[src/rtl/noc_credit_link.sv]
// Credit-based pipelined inter-router link: forward flit slices, backward credit
// slices, upstream credit counters, a link-enable gate and sticky protocol errors.
module noc_credit_link #(
    parameter int FLIT_WIDTH   = 64,
    parameter int VC_NUM       = 2,
    parameter int LINK_STAGES  = 1,
    parameter int CREDIT_DEPTH = 4,
    parameter int VCW          = (VC_NUM > 1) ? $clog2(VC_NUM) : 1,
    parameter int CW           = $clog2(CREDIT_DEPTH + 1)
) (
    input  logic                   noc_clk,
    input  logic                   noc_rst,
    input  logic                   link_en,
    input  logic                   in_valid,
    input  logic [VCW-1:0]         in_vc,
    input  logic [FLIT_WIDTH-1:0]  in_flit,
    output logic [VC_NUM-1:0]      in_vc_ready,
    output logic                   out_valid,
    output logic [VCW-1:0]         out_vc,
    output logic [FLIT_WIDTH-1:0]  out_flit,
    input  logic [VC_NUM-1:0]      out_credit,
    output logic [VC_NUM*CW-1:0]   credit_cnt,
    output logic                   err_overflow,
    output logic                   err_credit
);

    logic [CW-1:0]     cnt [VC_NUM];
    logic [VC_NUM-1:0] send;
    logic [VC_NUM-1:0] cred_ret;
    logic              accept;

    // An out-of-range in_vc matches no counter, so it is never accepted.
    always_comb begin
        send = '0;
        for (int v = 0; v < VC_NUM; v++) begin
            send[v] = in_valid && link_en && (in_vc == VCW'(v)) && (cnt[v] != '0);
        end
    end

    assign accept = |send;

    for (genvar v = 0; v < VC_NUM; v++) begin : g_vc
        assign in_vc_ready[v]            = link_en && (cnt[v] != '0);
        assign credit_cnt[v*CW +: CW]    = cnt[v];
    end

    always_ff @(posedge noc_clk) begin
        if (noc_rst) begin
            for (int v = 0; v < VC_NUM; v++) begin
                cnt[v] <= CW'(CREDIT_DEPTH);
            end
            err_overflow <= 1'b0;
            err_credit   <= 1'b0;
        end else begin
            if (in_valid && !accept) begin
                err_overflow <= 1'b1;
            end
            for (int v = 0; v < VC_NUM; v++) begin
                if (send[v] && !cred_ret[v]) begin
                    cnt[v] <= cnt[v] - CW'(1);
                end else if (!send[v] && cred_ret[v]) begin
                    // Saturate rather than wrap; a surplus credit is a downstream bug.
                    if (cnt[v] == CW'(CREDIT_DEPTH)) begin
                        err_credit <= 1'b1;
                    end else begin
                        cnt[v] <= cnt[v] + CW'(1);
                    end
                end
            end
        end
    end

    if (LINK_STAGES == 0) begin : g_comb
        assign out_valid = accept;
        assign out_vc    = accept ? in_vc : '0;
        assign out_flit  = accept ? in_flit : '0;
        assign cred_ret  = out_credit;
    end else begin : g_pipe
        logic                  v_q [LINK_STAGES];
        logic [VCW-1:0]        vc_q [LINK_STAGES];
        logic [FLIT_WIDTH-1:0] f_q [LINK_STAGES];
        logic [VC_NUM-1:0]     c_q [LINK_STAGES];

        // Payload slices load only behind a valid, so idle cycles hold old data.
        always_ff @(posedge noc_clk) begin
            if (noc_rst) begin
                for (int s = 0; s < LINK_STAGES; s++) begin
                    v_q[s]  <= 1'b0;
                    vc_q[s] <= '0;
                    f_q[s]  <= '0;
                    c_q[s]  <= '0;
                end
            end else begin
                v_q[0] <= accept;
                c_q[0] <= out_credit;
                if (accept) begin
                    vc_q[0] <= in_vc;
                    f_q[0]  <= in_flit;
                end
                for (int s = 1; s < LINK_STAGES; s++) begin
                    v_q[s] <= v_q[s-1];
                    c_q[s] <= c_q[s-1];
                    if (v_q[s-1]) begin
                        vc_q[s] <= vc_q[s-1];
                        f_q[s]  <= f_q[s-1];
                    end
                end
            end
        end

        assign out_valid = v_q[LINK_STAGES-1];
        assign out_vc    = vc_q[LINK_STAGES-1];
        assign out_flit  = f_q[LINK_STAGES-1];
        assign cred_ret  = c_q[LINK_STAGES-1];
    end

endmodule

[config.mk]
export PLATFORM = sky130hd
export DESIGN_NAME = noc_credit_link
export DESIGN_NICKNAME = d
export VERILOG_FILES = /design/src/rtl/noc_credit_link.sv
export SDC_FILE = /design/constraint.sdc
export NUM_CORES = 1
export LEC_CHECK = 0
export BUFFER_PORTS_ARGS = -buffer_cell sky130_fd_sc_hd__buf_2
export CAP_MARGIN = 15
export CORE_ASPECT_RATIO = 1.25
export CORE_MARGIN = 3
export CORE_UTILIZATION = 46
export CTS_CLUSTER_SIZE = 24
export DETAILED_ROUTE_END_ITERATION = 16
export PLACE_DENSITY = 0.8
export SLEW_MARGIN = 5
export SYNTH_ARGS = -nofsm -noshare
export SYNTH_HDL_FRONTEND = slang
export SYNTH_SLANG_ARGS = --single-unit
[constraint.sdc]
create_clock -name noc_clk -period 4 [get_ports noc_clk]
set_clock_uncertainty 0.05 [all_clocks]
set_input_delay 0.6 -clock noc_clk [delete_from_list [all_inputs] [get_ports noc_clk]]
set_output_delay 0.6 -clock noc_clk [all_outputs]
set_load 0.005 [all_outputs]
### Word level (Yosys, flattened, before mapping)

Memory sizes are Yosys's and may differ from the RTL's.
Index checks and enable logic that the tools add are counted.

* bits in registers: 2
* memory bits (writable): 74
* input bits: 71
* logic and storage cells: 82
* memories: 5

Memory list
* g_pipe.f_q: depth 1, width 64, rd ports 1, clocked after memory_dff 0, wr ports 1, line 81 `logic [FLIT_WIDTH-1:0] f_q [LINK_STAGES];`
* cnt: depth 2, width 3, rd ports 2, clocked after memory_dff 0, wr ports 2, line 27 `logic [CW-1:0] cnt [VC_NUM];`
* g_pipe.c_q: depth 1, width 2, rd ports 1, clocked after memory_dff 0, wr ports 1, line 82 `logic [VC_NUM-1:0] c_q [LINK_STAGES];`
* g_pipe.v_q: depth 1, width 1, rd ports 1, clocked after memory_dff 0, wr ports 1, line 79 `logic v_q [LINK_STAGES];`
* g_pipe.vc_q: depth 1, width 1, rd ports 1, clocked after memory_dff 0, wr ports 1, line 80 `logic [VCW-1:0] vc_q [LINK_STAGES];`

* add/subtract/negate cells: 4
* equality and inequality tests: 2
* muxes and demuxes: 40
* bitwise logic cells: 5
* reductions and logical operators: 24

Operators by type and width (number)
* $mux W64: 1
* $reduce_or A64 Y1: 1
* $mux W1: 34
* $logic_and A1 B1 Y1: 12
* $mux W3: 4
* $add A3 B1 Y3 const B: 2
* $eq A3 B3 Y1 const B: 2
* $reduce_bool A3 Y1: 2
* $sub A3 B1 Y3 const B: 2
* $logic_not A1 Y1: 5
* $or A1 B1 Y1: 4
* $reduce_or A2 Y1: 2
* $mux W2: 1
* $reduce_or A1 Y1: 2
* $not A1 Y1: 1

### Longest topological paths before layout

* word-level depth: 10
* mapped depth: 8
* mapped depth without buffers: 7

### Least setup slack after synthesis

OpenSTA, ideal clock, no wires.

* path kind: register to register
* from: memory cnt[0][0] in the netlist's numbering
* to: memory g_pipe.f_q[0][0] (enable)
* library setup time: 0.854 ns
* data arrival time: 2.500 ns
* required time: 3.096 ns
* setup slack: 0.596 ns
* stages on the path, launching flop included: 5
* buffers on the path: 1
* clock period less this slack: 3.404 ns
* cells stage by stage: edfxtp_1 nor3_1 or2_1 buf_6 nand3b_1

RTL lines (line)
* start, declared: 27
* end, declared: 81

==> results.sh <==
export IMPL_area_delta_synth_final_pct=34.8
export IMPL_cts_buffer_depth=2
export IMPL_worstPathRequired_ns=4.05
export IMPL_cts_sinks=76
export IMPL_synth_fp_nets=281
export IMPL_ff2ff_path_depth=7
export IMPL_io_pins=147
export IMPL_ys_seq_elements=76
export IMPL_syn_avg_cell_area_um2=14.9
export IMPL_synth_top_area_cell="edfxtp_1"
export IMPL_yosysWarningCount=0
export IMPL_grtUsageTotal=0.172
export IMPL_antenna_found_initial=0
export IMPL_cts_buffers=9
export IMPL_endpoint_kind="flip-flop"
export IMPL_cts_tree="yes"
export IMPL_critPathTopFamily="simple AND/OR/NAND/NOR gates"
export IMPL_slowest_delay_ns=0.49
export IMPL_syn_area_um2=3060
export IMPL_power_switching_mw=0.406
export IMPL_drv_cap=0
export IMPL_crit_path_top_delay_cell="edfxtp_1"
export IMPL_synthCells=206
export IMPL_grt_pass1_wl_um=10000
export IMPL_irDropWorstVdd_mv=0.217
export IMPL_setup_viol_count_final=0
export IMPL_cts_setup_buffers=0
export IMPL_cp_max_fo=7
export IMPL_fmax_mhz=371
export IMPL_root_buffer="clkbuf_8"
export IMPL_pwr_share_clk=0.378
export IMPL_htree_levels=3
export IMPL_rows=32
export IMPL_pwr_share_seq=0.517
export IMPL_status="finished, final reports clean"
export IMPL_drt_iter0_markers=83
export IMPL_ctsResizeCount=0
export IMPL_critPathLaunchType="flip-flop"
export IMPL_power_frac_comb=0.105
export IMPL_drt_first_pass_iters=4
export IMPL_wl_um=6480
export IMPL_antenna_left=0
export IMPL_sw_frac_of_total=0.219
export IMPL_path_class="reg -> reg"
export IMPL_period_share=0.674
export IMPL_seq_area_frac_synth=0.729
export IMPL_min_delay_start="out_credit[0]"
export IMPL_path_clk_slew_ns=0.08
export IMPL_fin_tns_setup_ns=0
export IMPL_die_area_um2=7670
export IMPL_synth_cell_types=34
export IMPL_grt_max_degree=49
export IMPL_r2r_end="cnt[0][2]"
export IMPL_initial_core_util=0.484
export IMPL_period_needed_ns=2.70
export IMPL_n_antenna_cell=0
export IMPL_power_leakage_nw=1.88
export IMPL_hold_path_end="g_pipe.c_q[0][0]"
export IMPL_worstReg2RegStart="cnt[0][0]"
export IMPL_wl_per_cell_um=14.5
export IMPL_critPathBufInv=0
export IMPL_r2r_slack_ns=1.30
export IMPL_fin_ws_ns=1.30
export IMPL_drive_gt1_frac=0.461
export IMPL_p_per_area_nw_per_um2=450
export IMPL_p_int_mw=1.45
export IMPL_crit_chain="nor3_1 -> or2_1 -> nand3_1 -> fa_1 -> xnor2_1 -> or3_1 -> a31o_1"
export IMPL_relSlewSlack=0.618
export IMPL_holdBufCountCts=0
export IMPL_hold_viol=0
export IMPL_drc=0
export IMPL_nNetsFinal=432
export IMPL_gp_congestion=0.836
export IMPL_mostFrequentLayoutCells="buf_2, edfxtp_1, and2_1, clkbuf_8, nand3b_1"
export IMPL_port_buffers=146
export IMPL_netlist_area_leader_share=0.697
export IMPL_fp_dieH_um=97.2
export IMPL_grt_pass1_vias=2072
export IMPL_clock_latency_ns=0.34
export IMPL_final_common_cell="buf_2"
export IMPL_hold_path_depth=2
export IMPL_die_w_um=79.0
export IMPL_viasPerCell=4.78
export IMPL_coreArea_um2=6330
export IMPL_cp_arrival_ns=2.75
export IMPL_via_count=2136
export IMPL_hp_class="in -> reg"
export IMPL_rsz0062_at_grt="false"
export IMPL_hpwl_um=4840
export IMPL_grt_overflow=0
export IMPL_synth_top_cells_by_area="edfxtp_1, and2_1, dfxtp_1"
export IMPL_tightest_slew_ns=0.573
export IMPL_drv_slew=0
export IMPL_power_mw=1.86
export IMPL_dpl_worst_slack_ns=1.31
## metrics by stage
step                      instances  hold WS, ns  cell area (um2)  utilization
after detailed placement        431        0.415             3880        0.613
after CTS                       447        0.408             4130        0.652
after floorplan                 206        0.411             3060            -
after global placement          431        0.412             3880        0.613
final                           447        0.415             4130        0.652
after global routing            447        0.424             4130        0.652
## cell usage after synthesis, drive strengths merged
master / count
and3b: 1
a41oi: 1
nand3b: 6
edfxtp: 71
fa: 1
nor3b: 1
nor2b: 3
xnor2: 1
o211ai: 1
clkbuf: 7
inv: 5
a211o: 1
o32ai: 1
dfxtp: 5
or2: 1
buf: 2
or3: 2
nand2b: 1
a31oi: 2
a21oi: 3
a31o: 1
and3: 2
nor2: 4
and2: 68
o21ai: 3
nand3: 5
nand2: 2
ha: 3
or3b: 1
nor3: 1
## how the worst max path moves through the flow
| stage | startpoint | to | depth (start not counted) |
|---|---|---|---|
| floorplan | cnt[0][0] | g_pipe.f_q[0][0] | 4 |
| global placement | cnt[0][0] | cnt[0][2] | 7 |
| detailed placement | cnt[0][0] | cnt[0][2] | 7 |
| CTS | cnt[0][0] | cnt[0][2] | 7 |
| global route | cnt[0][0] | cnt[0][2] | 7 |
| finish | cnt[0][0] | cnt[0][2] | 7 |
## layout make-up
| class | count | area [um2] |
|---|---|---|
| Fill cell | 526 | 2200 |
| Sequential cell | 76 | 2230 |
| Clock inverter | 7 | 123 |
| Clock buffer | 9 | 124 |
| Tap cell | 85 | 106 |
| Inverter | 5 | 18.8 |
| Multi-Input combinational cell | 116 | 769 |
| Timing Repair Buffer | 149 | 753 |
## power by group through the flow
| stage | Combinational, mW | Clock (mW) | Sequential [mW] |
|---|---|---|---|
| after floorplan | 0.0755 | 0 | 0.988 |
| after global placement | 0.193 | 0 | 0.975 |
| after detailed placement | 0.198 | 0 | 0.979 |
| after CTS | 0.199 | 0.715 | 0.961 |
| after global routing | 0.218 | 0.761 | 0.967 |
| final | 0.195 | 0.702 | 0.960 |
## sequential cells by signal, summed over array words and instances, names as in the netlist
register	flops
g_pipe.f_q	64
err_credit	1
g_pipe.vc_q	1
g_pipe.c_q	2
err_overflow	1
cnt	6
g_pipe.v_q	1
## logic make-up after synthesis
group | Yosys count | share of synthesized area
AO/OA/AOI/OAI | 13 | 0.0290
XOR/XNOR | 1 | 0.00286
adder cells (fa/ha/maj) | 4 | 0.0188
buffers and inverters | 14 | 0.0217
flip-flops | 76 | 0.729
AND/OR/NAND/NOR | 98 | 0.198
## routing by layer
metal / vias to the layer above / track usage / part of all wire
li1: 1031 / - / -
met1: 962 / 0.215 / 0.39
met2: 127 / 0.273 / 0.48
met3: 16 / 0.0445 / 0.11
met4: 0 / 0.0899 / 0.023
met5: - / 0 / 0
Power figures use the tool's default switching activity.
